File: src/rtl/ex_mac_unit.sv
// Iterative radix-2^R multiply / multiply-accumulate unit covering MUL/MLA and the
// long-multiply forms, with valid/ready handshakes on both sides.
module ex_mac_unit #(
    parameter int unsigned XLEN    = 32,
    parameter int unsigned R       = 2,
    parameter int unsigned LONG_EN = 1
) (
    input  logic            i_clk,
    input  logic            i_rst,
    input  logic            i_vld,
    output logic            o_rdy,
    input  logic            i_flush,
    input  logic [2:0]      i_op,
    input  logic [XLEN-1:0] i_op1,
    input  logic [XLEN-1:0] i_op2,
    input  logic [XLEN-1:0] i_acc_lo,
    input  logic [XLEN-1:0] i_acc_hi,
    input  logic            i_s,
    input  logic [3:0]      i_nzcv,
    input  logic [3:0]      i_rd_lo_code,
    input  logic [3:0]      i_rd_hi_code,
    output logic            o_vld,
    input  logic            i_rdy,
    output logic [XLEN-1:0] o_res_lo,
    output logic [XLEN-1:0] o_res_hi,
    output logic            o_rd_lo_en,
    output logic            o_rd_hi_en,
    output logic [3:0]      o_rd_lo_code,
    output logic [3:0]      o_rd_hi_code,
    output logic            o_nzcv_en,
    output logic [3:0]      o_nzcv
);

    localparam int unsigned Iters = XLEN / R;
    localparam int unsigned CntW  = $clog2(Iters + 1);

    typedef enum logic [1:0] {StIdle, StBusy, StFin, StDone} state_e;

    state_e              state_q, state_d;
    logic [CntW-1:0]     count_q, count_d;
    logic [2*XLEN-1:0]   mcand_q, mcand_d;
    logic [XLEN-1:0]     mult_q, mult_d;
    logic [2*XLEN-1:0]   prod_q, prod_d;
    logic                neg_q, neg_d;
    logic                long_q, long_d;
    logic                acc_q, acc_d;
    logic                s_q, s_d;
    logic [1:0]          cv_q, cv_d;
    logic [XLEN-1:0]     acc_lo_q, acc_lo_d;
    logic [XLEN-1:0]     acc_hi_q, acc_hi_d;
    logic [3:0]          lo_code_q, lo_code_d;
    logic [3:0]          hi_code_q, hi_code_d;

    logic                op_long, op1_neg, op2_neg;
    logic [XLEN-1:0]     op1_mag, op2_mag;
    logic [2*XLEN-1:0]   partial, p_signed, acc_ext, p_fin;
    logic                done, res_n, res_z;

    // N and Z come from the result; only C and V are carried through.
    logic unused_nz;
    assign unused_nz = ^i_nzcv[3:2];

    always_comb begin
        op_long = i_op[2] & (LONG_EN != 0);
        op1_neg = i_op[1] & i_op1[XLEN-1];
        op2_neg = i_op[1] & i_op2[XLEN-1];
        op1_mag = op1_neg ? -i_op1 : i_op1;
        op2_mag = op2_neg ? -i_op2 : i_op2;

        partial  = mcand_q * (2*XLEN)'(mult_q[R-1:0]);
        p_signed = neg_q ? -prod_q : prod_q;
        acc_ext  = long_q ? {acc_hi_q, acc_lo_q} : {{XLEN{1'b0}}, acc_lo_q};
        p_fin    = acc_q ? p_signed + acc_ext : p_signed;
        if (!long_q) begin
            p_fin[2*XLEN-1:XLEN] = '0;
        end

        state_d   = state_q;
        count_d   = count_q;
        mcand_d   = mcand_q;
        mult_d    = mult_q;
        prod_d    = prod_q;
        neg_d     = neg_q;
        long_d    = long_q;
        acc_d     = acc_q;
        s_d       = s_q;
        cv_d      = cv_q;
        acc_lo_d  = acc_lo_q;
        acc_hi_d  = acc_hi_q;
        lo_code_d = lo_code_q;
        hi_code_d = hi_code_q;

        unique case (state_q)
            StIdle: begin
                if (i_vld && !i_flush) begin
                    state_d   = StBusy;
                    count_d   = CntW'(Iters);
                    mcand_d   = {{XLEN{1'b0}}, op1_mag};
                    mult_d    = op2_mag;
                    prod_d    = '0;
                    neg_d     = op1_neg ^ op2_neg;
                    long_d    = op_long;
                    acc_d     = i_op[0];
                    s_d       = i_s;
                    cv_d      = i_nzcv[1:0];
                    acc_lo_d  = i_acc_lo;
                    acc_hi_d  = i_acc_hi;
                    lo_code_d = i_rd_lo_code;
                    hi_code_d = i_rd_hi_code;
                end
            end
            StBusy: begin
                if (i_flush) begin
                    state_d = StIdle;
                end else begin
                    prod_d  = prod_q + partial;
                    mcand_d = mcand_q << R;
                    mult_d  = mult_q >> R;
                    count_d = count_q - CntW'(1);
                    if (count_q == CntW'(1)) begin
                        state_d = StFin;
                    end
                end
            end
            StFin: begin
                if (i_flush) begin
                    state_d = StIdle;
                end else begin
                    prod_d  = p_fin;
                    state_d = StDone;
                end
            end
            StDone: begin
                if (i_flush || i_rdy) begin
                    state_d = StIdle;
                end
            end
            default: state_d = StIdle;
        endcase
    end

    always_ff @(posedge i_clk) begin
        if (i_rst) begin
            state_q   <= StIdle;
            count_q   <= '0;
            mcand_q   <= '0;
            mult_q    <= '0;
            prod_q    <= '0;
            neg_q     <= 1'b0;
            long_q    <= 1'b0;
            acc_q     <= 1'b0;
            s_q       <= 1'b0;
            cv_q      <= '0;
            acc_lo_q  <= '0;
            acc_hi_q  <= '0;
            lo_code_q <= '0;
            hi_code_q <= '0;
        end else begin
            state_q   <= state_d;
            count_q   <= count_d;
            mcand_q   <= mcand_d;
            mult_q    <= mult_d;
            prod_q    <= prod_d;
            neg_q     <= neg_d;
            long_q    <= long_d;
            acc_q     <= acc_d;
            s_q       <= s_d;
            cv_q      <= cv_d;
            acc_lo_q  <= acc_lo_d;
            acc_hi_q  <= acc_hi_d;
            lo_code_q <= lo_code_d;
            hi_code_q <= hi_code_d;
        end
    end

    // Every result-side output is gated by DONE so nothing leaks out mid-operation.
    always_comb begin
        done  = (state_q == StDone);
        res_n = long_q ? prod_q[2*XLEN-1] : prod_q[XLEN-1];
        res_z = long_q ? (prod_q == '0) : (prod_q[XLEN-1:0] == '0);

        o_rdy        = (state_q == StIdle);
        o_vld        = done;
        o_res_lo     = done ? prod_q[XLEN-1:0] : '0;
        o_res_hi     = (done && long_q) ? prod_q[2*XLEN-1:XLEN] : '0;
        o_rd_hi_en   = done & long_q;
        o_rd_lo_en   = done & ~(long_q & (lo_code_q == hi_code_q));
        o_rd_lo_code = done ? lo_code_q : '0;
        o_rd_hi_code = done ? hi_code_q : '0;
        o_nzcv_en    = done & s_q;
        o_nzcv       = done ? {res_n, res_z, cv_q} : '0;
    end

endmodule

File: config.mk
export PLATFORM = sky130hd
export DESIGN_NAME = ex_mac_unit
export DESIGN_NICKNAME = d
export VERILOG_FILES = /design/src/rtl/ex_mac_unit.sv
export SDC_FILE = /design/constraint.sdc
export NUM_CORES = 1
export LEC_CHECK = 0
export CAP_MARGIN = 40
export CORE_AREA = 2 2 202 204
export CTS_BUF_LIST = sky130_fd_sc_hd__clkbuf_8
export DETAILED_ROUTE_END_ITERATION = 10
export DIE_AREA = 0 0 204 206
export DONT_BUFFER_PORTS = 1
export PLACE_DENSITY = 0.82
export SKIP_CTS_REPAIR_TIMING = 1
export SYNTH_ARGS = -nofsm -noshare
export SYNTH_HDL_FRONTEND = slang
export SYNTH_SLANG_ARGS = --single-unit
File: constraint.sdc
create_clock -name i_clk -period 11.5 [get_ports i_clk]
set_clock_uncertainty 0.15 [all_clocks]
set_input_delay 1.15 -clock i_clk [delete_from_list [all_inputs] [get_ports i_clk]]
set_output_delay 1.15 -clock i_clk [all_outputs]
set_load 0.01 [all_outputs]
### Word level (Yosys, flattened, before mapping)

Index checks and enable logic that the tools add are counted.

| cells by class | value |
|---|---|
| multiplexer cells | 32 |
| add/subtract/negate cells | 6 |
| equal/unequal tests | 10 |
| $mul | 1 |
| bitwise operators | 8 |
| reduce and logical (&&, ||, !) cells | 13 |

Operator list:

| operator | number |
|---|---|
| two-way mux 64 bit | 8 |
| two-way mux 32 bit | 7 |
| case mux 64 bit (3 select lines) | 1 |
| adder 64 bit | 2 |
| case mux 64 bit (2 select lines) | 1 |
| logical NOT 64 bit | 1 |
| multiplier 64 x 2 -> 64 bit | 1 |
| negation 32 bit | 2 |
| negation 64 bit | 1 |
| case mux 32 bit (2 select lines) | 1 |
| logical NOT 32 bit | 1 |
| two-way mux 4 bit | 3 |
| two-way mux 2 bit | 5 |
| two-way mux 5 bit | 2 |
| case mux 5 bit (2 select lines) | 1 |
| case mux 2 bit (4 select lines) | 1 |
| bitwise AND 1 bit | 6 |
| AND reduction 3 bit | 2 |
| == test 5 x 1 -> 1 bit, second input constant | 1 |
| subtractor 5 x 1 -> 5 bit, second input constant | 1 |
| == test 2 bit, second input constant | 2 |
| == test 4 bit | 1 |
| inequality test 2 x 1 -> 1 bit, second input constant | 2 |
| inequality test 2 bit, second input constant | 2 |
| other kinds (13) | 15 |

| storage, ports and cells | value |
|---|---|
| flip-flop bits (word level) | 245 |
| word-level logic and storage cells | 84 |
| output and inout port bits | 81 |

### Depth between registers and ports, before layout

Gate-level depths: netlist (run 1).

| logic depth | value |
|---|---|
| word-level depth | 7 |
| depth in mapped cells | 24 |
| gate-level depth less buffers | 22 |

### Least setup slack after synthesis (run 1)

No wires, ideal clock.

| timing path | value |
|---|---|
| kind | reg2reg |
| start point | register prod_q[13] |
| end point | register prod_q[63] |
| buffers on the path | 3 |
| data arrival time | 4857 ps |
| required time | 11218 ps |
| cell stages (with the launch flop) | 22 |
| slack | 6361 ps |
| path through | dfxtp_1 or4_1 buf_2 or4_4 buf_6 or3_1 or2_2 or3_1 and2_1 xnor2_1 ha_1 buf_2 a21o_1 a21oi_1 o221ai_1 a31o_1 a22oi_1 o31ai_2 nor2_1 o221ai_1 a211oi_1 o22ai_1 |

| between the ends | value |
|---|---|
| cells in the longest elaborated chain, start to end | 7 |
| elaborated cells on any way between the ends | 9 |

RTL lines:

| element | RTL line | source |
|---|---|---|
| from (decl) | 43 | `logic [2*XLEN-1:0] prod_q, prod_d;` |
| from (signal assigned) | 163 | `prod_q <= prod_d;` |
| negation 64 bit | 71 | `p_signed = neg_q ? -prod_q : prod_q;` |
| two-way mux 64 bit | 71 |  |
| adder 64 bit | 73 | `p_fin = acc_q ? p_signed + acc_ext : p_signed;` |
| two-way mux 64 bit | 73 |  |
| two-way mux 32 bit | 74 | `if (!long_q) begin` |
| two-way mux 64 bit | 126 | `if (i_flush) begin` |
| case mux 64 bit (3 select lines) (*) | 93 | `unique case (state_q)` |

Mark *: on every way between the ends. The rest lies on a longest branch, timed or not. The select of a mux whose other input is x is not followed.
A chain may end at the register's enable or synchronous reset.

### Worst setup path after layout (run 1)

| timing path | value |
|---|---|
| start point | register prod_q[1] |
| end point | register prod_q[60] |

Same word-level chain as after synthesis.

==> impl_metrics.json, run 1 <==
{
  "synth.net_count": 3737,
  "fill_cells": 3746,
  "yosysUniqueCellTypes": 82,
  "die_h_um": 206,
  "numCtsBuffers": 46,
  "avgRoutedWirePerCell_um": 20.5,
  "clk_pin_slew_worst_paths_ps": 70,
  "critPathCaptureType": "register",
  "cts_tree": "yes",
  "setup-violations-final": 0,
  "netlist_instances": 3381,
  "tns_ps": 0,
  "grt_pass1_wl_um": 121000,
  "overflow": 0,
  "critical_path_class": "register to register",
  "layout-drive-gt1-share_pct": 4.07,
  "hold_class": "register to register",
  "cp_top_family": "compound AO/OA/AOI/OAI gates",
  "hold_violations": 0,
  "clockBufferDepth": 3,
  "num_antenna_cells": 0,
  "ys_ff_latch": 245,
  "synth_edf_count": 0,
  "fin_crit_ps": 6520,
  "coreArea_um2": 40200,
  "finish.cell_count_without_fillers": 3824,
  "post-route-util_pct": 61.5,
  "arrival_ps": 6840,
  "leakagePower_nw": 10.3,
  "path_max_fanout": 8,
  "clock_latency_ps": 640,
  "synth_area_um2": 23600,
  "p_per_area_nw_per_um2": 87.3,
  "dp_cells": 3741,
  "final_cell_mix": "nand2_1 (669), a21oi_1 (367), inv_1 (255)",
  "max-cap-violations": 0,
  "die-area_um2": 42000,
  "crit_buf_inv": 1,
  "ys.flop_type": "dfxtp_1",
  "grt_antenna_before_repair": 1,
  "cp_cell_sequence": "inv_1 -> ha_1 -> nor3b_1 -> and4_1 -> nand2_1 -> nor2_1 -> a41oi_1 -> xnor2_1 -> ha_1 -> a21o_1 -> a31o_2 -> a221oi_1 -> o21ai_0 -> a21oi_1 -> o31ai_1 -> nand3_1 -> a32oi_1 -> a221oi_2 -> mux2i_1 -> o31ai_1 -> a311oi_1",
  "routabilityCongestion": 1.00,
  "max_stage_delay_ps": 550,
  "grt_max_degree": 217,
  "worstPathRequired_ps": 11820,
  "boundaryPins": 230,
  "irDropWorstVdd_mv": 0.0915,
  "grt_setup_unrepaired": "false",
  "numClockSinks": 245,
  "initial_utilization_pct": 58.7,
  "cts_root_buffer": "clkbuf_8",
  "power_mw": 2.16,
  "status": "complete, no violations",
  "max_slew_margin_pct": 36.9,
  "via_count": 23926,
  "io_buffers": 0,
  "ys_seq_area_share_pct": 20.8,
  "period_share_pct": 56.7,
  "worst_pin_slew_ps": 946,
  "num_rows": 74,
  "mostFrequentLayoutCell": "nand2_1",
  "start_kind": "register",
  "first_global_vias": 21951,
  "slew_violations": 0,
  "dp.final_hpwl_um": 60200,
  "async_flop_share_pct": 0,
  "syn_avg_cell_area_um2": 6.98,
  "vias_per_cell": 6.26,
  "drtIter0Drc": 2479,
  "die_w_um": 204,
  "dr.pass1.iters": 6,
  "fin_ws_ps": 4980,
  "grt_usage_pct": 36.6,
  "wl_um": 78300,
  "drtAntennaViolNets": 0,
  "fmaxAchievable_ghz": 0.153,
  "dp_slack_ps": 5280,
  "final_nets": 3613,
  "htreeDepth": 2,
  "area_growth_pct": 4.82,
  "cp_slowest_cell": "and4_1",
  "yosysWarnings": 0,
  "drc": 0
}
## cell families after synthesis
family,share of synthesized area [%]
simple gates,23.9
flops,20.8
compound gates,24.9
mux,0.477
fa+ha+maj,13.0
xor+xnor,9.87
buf+inv,7.05
## Yosys cell counts, types with 15 or more instances
cell / number / area share [%]
nand2_1: 669 / 11
a21oi_1: 367 / 7.8
dfxtp_1: 245 / 21
inv_1: 240 / 3.8
o21ai_0: 210 / 4.5
nor2_1: 207 / 3.3
xnor2_1: 169 / 6.3
clkbuf_1: 164 / 2.6
ha_1: 143 / 7.6
nor3_1: 87 / 1.8
xor2_1: 79 / 2.9
nand3_1: 75 / 1.6
a21o_1: 64 / 2.0
fa_1: 64 / 5.4
and2_1: 55 / 1.5
nand4_1: 41 / 1.1
a22oi_1: 37 / 1.2
o31ai_1: 35 / 1.1
a211oi_1: 31 / 0.99
buf_1: 29 / 0.46
a31oi_1: 26 / 0.69
and3_1: 26 / 0.69
nor4_1: 19 / 0.50
o211ai_1: 19 / 0.60
o22ai_1: 19 / 0.50
nand2b_1: 18 / 0.48
o21bai_1: 18 / 0.57
nor2b_1: 17 / 0.45
or3_1: 16 / 0.42
o41ai_1: 15 / 0.56
## per-layer routing
layer  GRT usage (%)  routed length, µm
met1            54.1              36200
met2            52.0              31400
met3            8.20               8370
met4            12.0               2360
met5               0                 13
## stage by stage
step / hold slack [ps] / instance area, µm²
floorplan: 282 / 23600
global placement: 285 / 23700
detailed placement: 294 / 23800
CTS: 302 / 24700
global route: 318 / 24700
finish: 304 / 24700
## cell type report
class	instances	area, µm²	area share (%)
Tap cell	532	666	2.69
Inverter	242	908	3.67
Clock buffer	57	785	3.17
Sequential cell	245	4910	19.9
Multi-Input combinational cell	2696	17100	69.0
Timing Repair Buffer	26	225	0.911
Clock inverter	26	170	0.688
## worst min-delay path: stages (launching register included)
cell	delay, ps
dfxtp_1	300
nand2_1	50
a21oi_1	50
## final timing paths
check             cells past startpoint                   start                       to  slack, ps
setup / recovery                     21  prod_q[1]$_SDFFE_PP0P_  prod_q[60]$_SDFFE_PP0P_       4980
hold reg to reg                       2        s_q$_SDFFE_PP0P_         s_q$_SDFFE_PP0P_        300
hold / removal                        2        s_q$_SDFFE_PP0P_         s_q$_SDFFE_PP0P_        300
setup reg to reg                     21  prod_q[1]$_SDFFE_PP0P_  prod_q[60]$_SDFFE_PP0P_       4980
## report_power, final
group / leakage, nW / switching [mW] / internal (mW)
combinational: 7.74 / 0.236 / 0.0965
sequential: 1.99 / 0.0338 / 0.887
clock: 0.540 / 0.413 / 0.492
## sequential cells by signal, summed over array words and instances, names as in the netlist, 2 cells and up
register and count:
mcand_q 64, prod_q 64, acc_hi_q 32, acc_lo_q 32, mult_q 32, count_q 5
hi_code_q 4, lo_code_q 4, cv_q 2, state_q 2
(Power assumes the default switching activity.)
==> run 2: changes to the inputs <==
Settings changed: PLACE_DENSITY 0.82 to 0.85.
Clock period 11.5 ns to 5.7 ns, I/O delays scaled along.
==> impl_metrics.json, run 2 (synthesis results as in run 1) <==
{
  "setup-violations-final": 0,
  "die_w_um": 204,
  "top_layer_used": "met4",
  "r2r-start": "prod_q[13]$_SDFFE_PP0P_",
  "slew_violations": 0,
  "met1_length_um": 32800,
  "p_switching_mw": 1.41,
  "endpoint": "prod_q[58]$_SDFFE_PP0P_",
  "post-route-util_pct": 64.2,
  "num_antenna_cells": 0,
  "num_rows": 74,
  "boundaryPins": 230,
  "cts_tree": "yes",
  "vias_per_cell": 6.12,
  "drc": 0,
  "numClockSinks": 245,
  "reg_top3": "mcand_q (64), prod_q (64)",
  "max-cap-violations": 0,
  "clock_latency_ps": 650,
  "arrival_ps": 5830,
  "fin_ws_ps": 209,
  "critical_path_class": "register to register",
  "switching_share_pct": 32.1,
  "avgRoutedWirePerCell_um": 19.0,
  "dp_slack_ps": 245,
  "holdWs_ps": -1.79,
  "status": "complete, but fails checks",
  "htreeDepth": 2,
  "cp-startpoint": "prod_q[13]$_SDFFE_PP0P_",
  "tns_ps": 0,
  "die_h_um": 206,
  "routabilityCongestion": 0.990,
  "initial_utilization_pct": 58.7,
  "wl_met2_um": 30400,
  "pwr-share-comb_pct": 16.7,
  "irDropWorstVdd_mv": 0.192,
  "dr.pass1.iters": 6,
  "clockBufferDepth": 3,
  "grt_pass1_wl_um": 114000,
  "period_share_pct": 96.3,
  "p_per_area_nw_per_um2": 170,
  "violations": "negative hold slack",
  "grt_antenna_before_repair": 0,
  "numCtsBuffers": 45,
  "wl_met3_um": 8610,
  "clk_pin_slew_worst_paths_ps": 60,
  "worst_pin_slew_ps": 973,
  "grt_max_degree": 217,
  "first_global_vias": 21037,
  "worstPathRequired_ps": 6040,
  "cts_root_buffer": "clkbuf_8",
  "final_cell_mix": "nand2_1 (668), a21oi_1 (366), inv_1 (250)",
  "via_count": 24050,
  "mostFrequentLayoutCell": "nand2_1",
  "path_max_fanout": 7,
  "die-area_um2": 42000,
  "p_int_mw": 2.98,
  "grt_usage_pct": 33.9,
  "coreArea_um2": 40200,
  "hold_violations": 1,
  "start_kind": "register",
  "hold_class": "primary input to register",
  "wl_um": 74500,
  "seq_power_share_pct": 42.5,
  "timing.rr.end": "prod_q[58]$_SDFFE_PP0P_",
  "fmaxAchievable_ghz": 0.182,
  "reg2reg_setup_slack_ps": 210,
  "max_slew_margin_pct": 34.9,
  "overflow": 0,
  "area_growth_pct": 9.40,
  "drtIter0Drc": 2560,
  "io_buffers": 0,
  "fin_crit_ps": 5490,
  "power_frac_clock_pct": 40.8,
  "grt_setup_unrepaired": "false",
  "r2r_cells": 17,
  "final_nets": 3720,
  "layout-drive-gt1-share_pct": 5.30,
  "critPathCaptureType": "register",
  "dp.final_hpwl_um": 55400,
  "leakagePower_nw": 10.7,
  "fill_cells": 3660,
  "drtAntennaViolNets": 0
}
[run 2: cell types whose count changed in the layout (fill, tap and decap cells not counted), sizes merged]
cell	before	now
buf	25	54
bufinv	2	1
clkbuf	57	58
clkdlybuf4s18	1	0
clkinv	6	10
clkinvlp	4	1
dlygate4sd3	0	79
inv	256	253
[run 2: routing by layer]
layer  up-vias  global-route usage (%)
li1      11650                       -
met1     11003                    50.1
met2      1254                    47.8
met3       143                    7.44
met4         0                    12.9
met5         -                       0
[run 2: worst min-delay path by stage]
| stage | startpoint | end | slack, ps | depth (start not counted) |
|---|---|---|---|---|
| floorplan | acc_hi_q[0]$_SDFFE_PP0P_ | acc_hi_q[0]$_SDFFE_PP0P_ | 280 | 2 |
| global placement | cv_q[1]$_SDFFE_PP0P_ | cv_q[1]$_SDFFE_PP0P_ | 280 | 2 |
| detailed placement | cv_q[1]$_SDFFE_PP0P_ | cv_q[1]$_SDFFE_PP0P_ | 290 | 2 |
| CTS | i_rst | mcand_q[41]$_SDFFE_PP0P_ | -180 | 1 |
| global route | i_op1[0] | mcand_q[0]$_SDFFE_PP0P_ | 10 | 2 |
| finish | i_op1[0] | mcand_q[0]$_SDFFE_PP0P_ | -2 | 2 |
[run 2: cell type report]
type / count / area [µm²] / share of cell area, %
multi-input combinational: 2696 / 17100 / 66.4
sequential: 245 / 4910 / 19.0
timing repair buffer: 134 / 1250 / 4.86
inverter: 242 / 908 / 3.52
clock buffer: 57 / 785 / 3.04
tap: 532 / 666 / 2.58
clock inverter: 23 / 139 / 0.538
[run 2: stage by stage]
| step | area (µm²) | hold slack, ps | cells | total power [mW] |
|---|---|---|---|---|
| final | 25800 | -1.79 | 3929 | 4.38 |
| after global routing | 25800 | 13.0 | 3929 | 4.56 |
| after CTS | 24900 | -179 | 3848 | 4.32 |
| after detailed placement | 24000 | 289 | 3768 | 2.54 |
| after global placement | 23900 | 284 | 3766 | 2.52 |
| after floorplan | 23600 | 282 | 3381 | 2.38 |
[run 2: critical path, stage by stage (launching register included)]
cell and delay, ps:
dfxtp_1 380, or4_1 600, or4_4 520, or2_2 370, o21ai_0 210, xnor2_1 170
ha_2 430, nand4_1 130, nor3_1 350, nand4_1 170, nor3_2 260, o2111ai_2 200
a211oi_1 340, o21ai_1 130, a21oi_1 340, a21oi_1 160, xor2_1 280, o211ai_1 120
[run 2: power groups by stage]
stage | logic (mW) | clock network [mW] | registers [mW]
5_1_grt | 0.810 | 1.88 | 1.87
3_3_place_gp | 0.631 | 0 | 1.89
6_report | 0.734 | 1.79 | 1.86
2_1_floorplan | 0.522 | 0 | 1.86
3_5_place_dp | 0.645 | 0 | 1.90
4_1_cts | 0.648 | 1.81 | 1.86
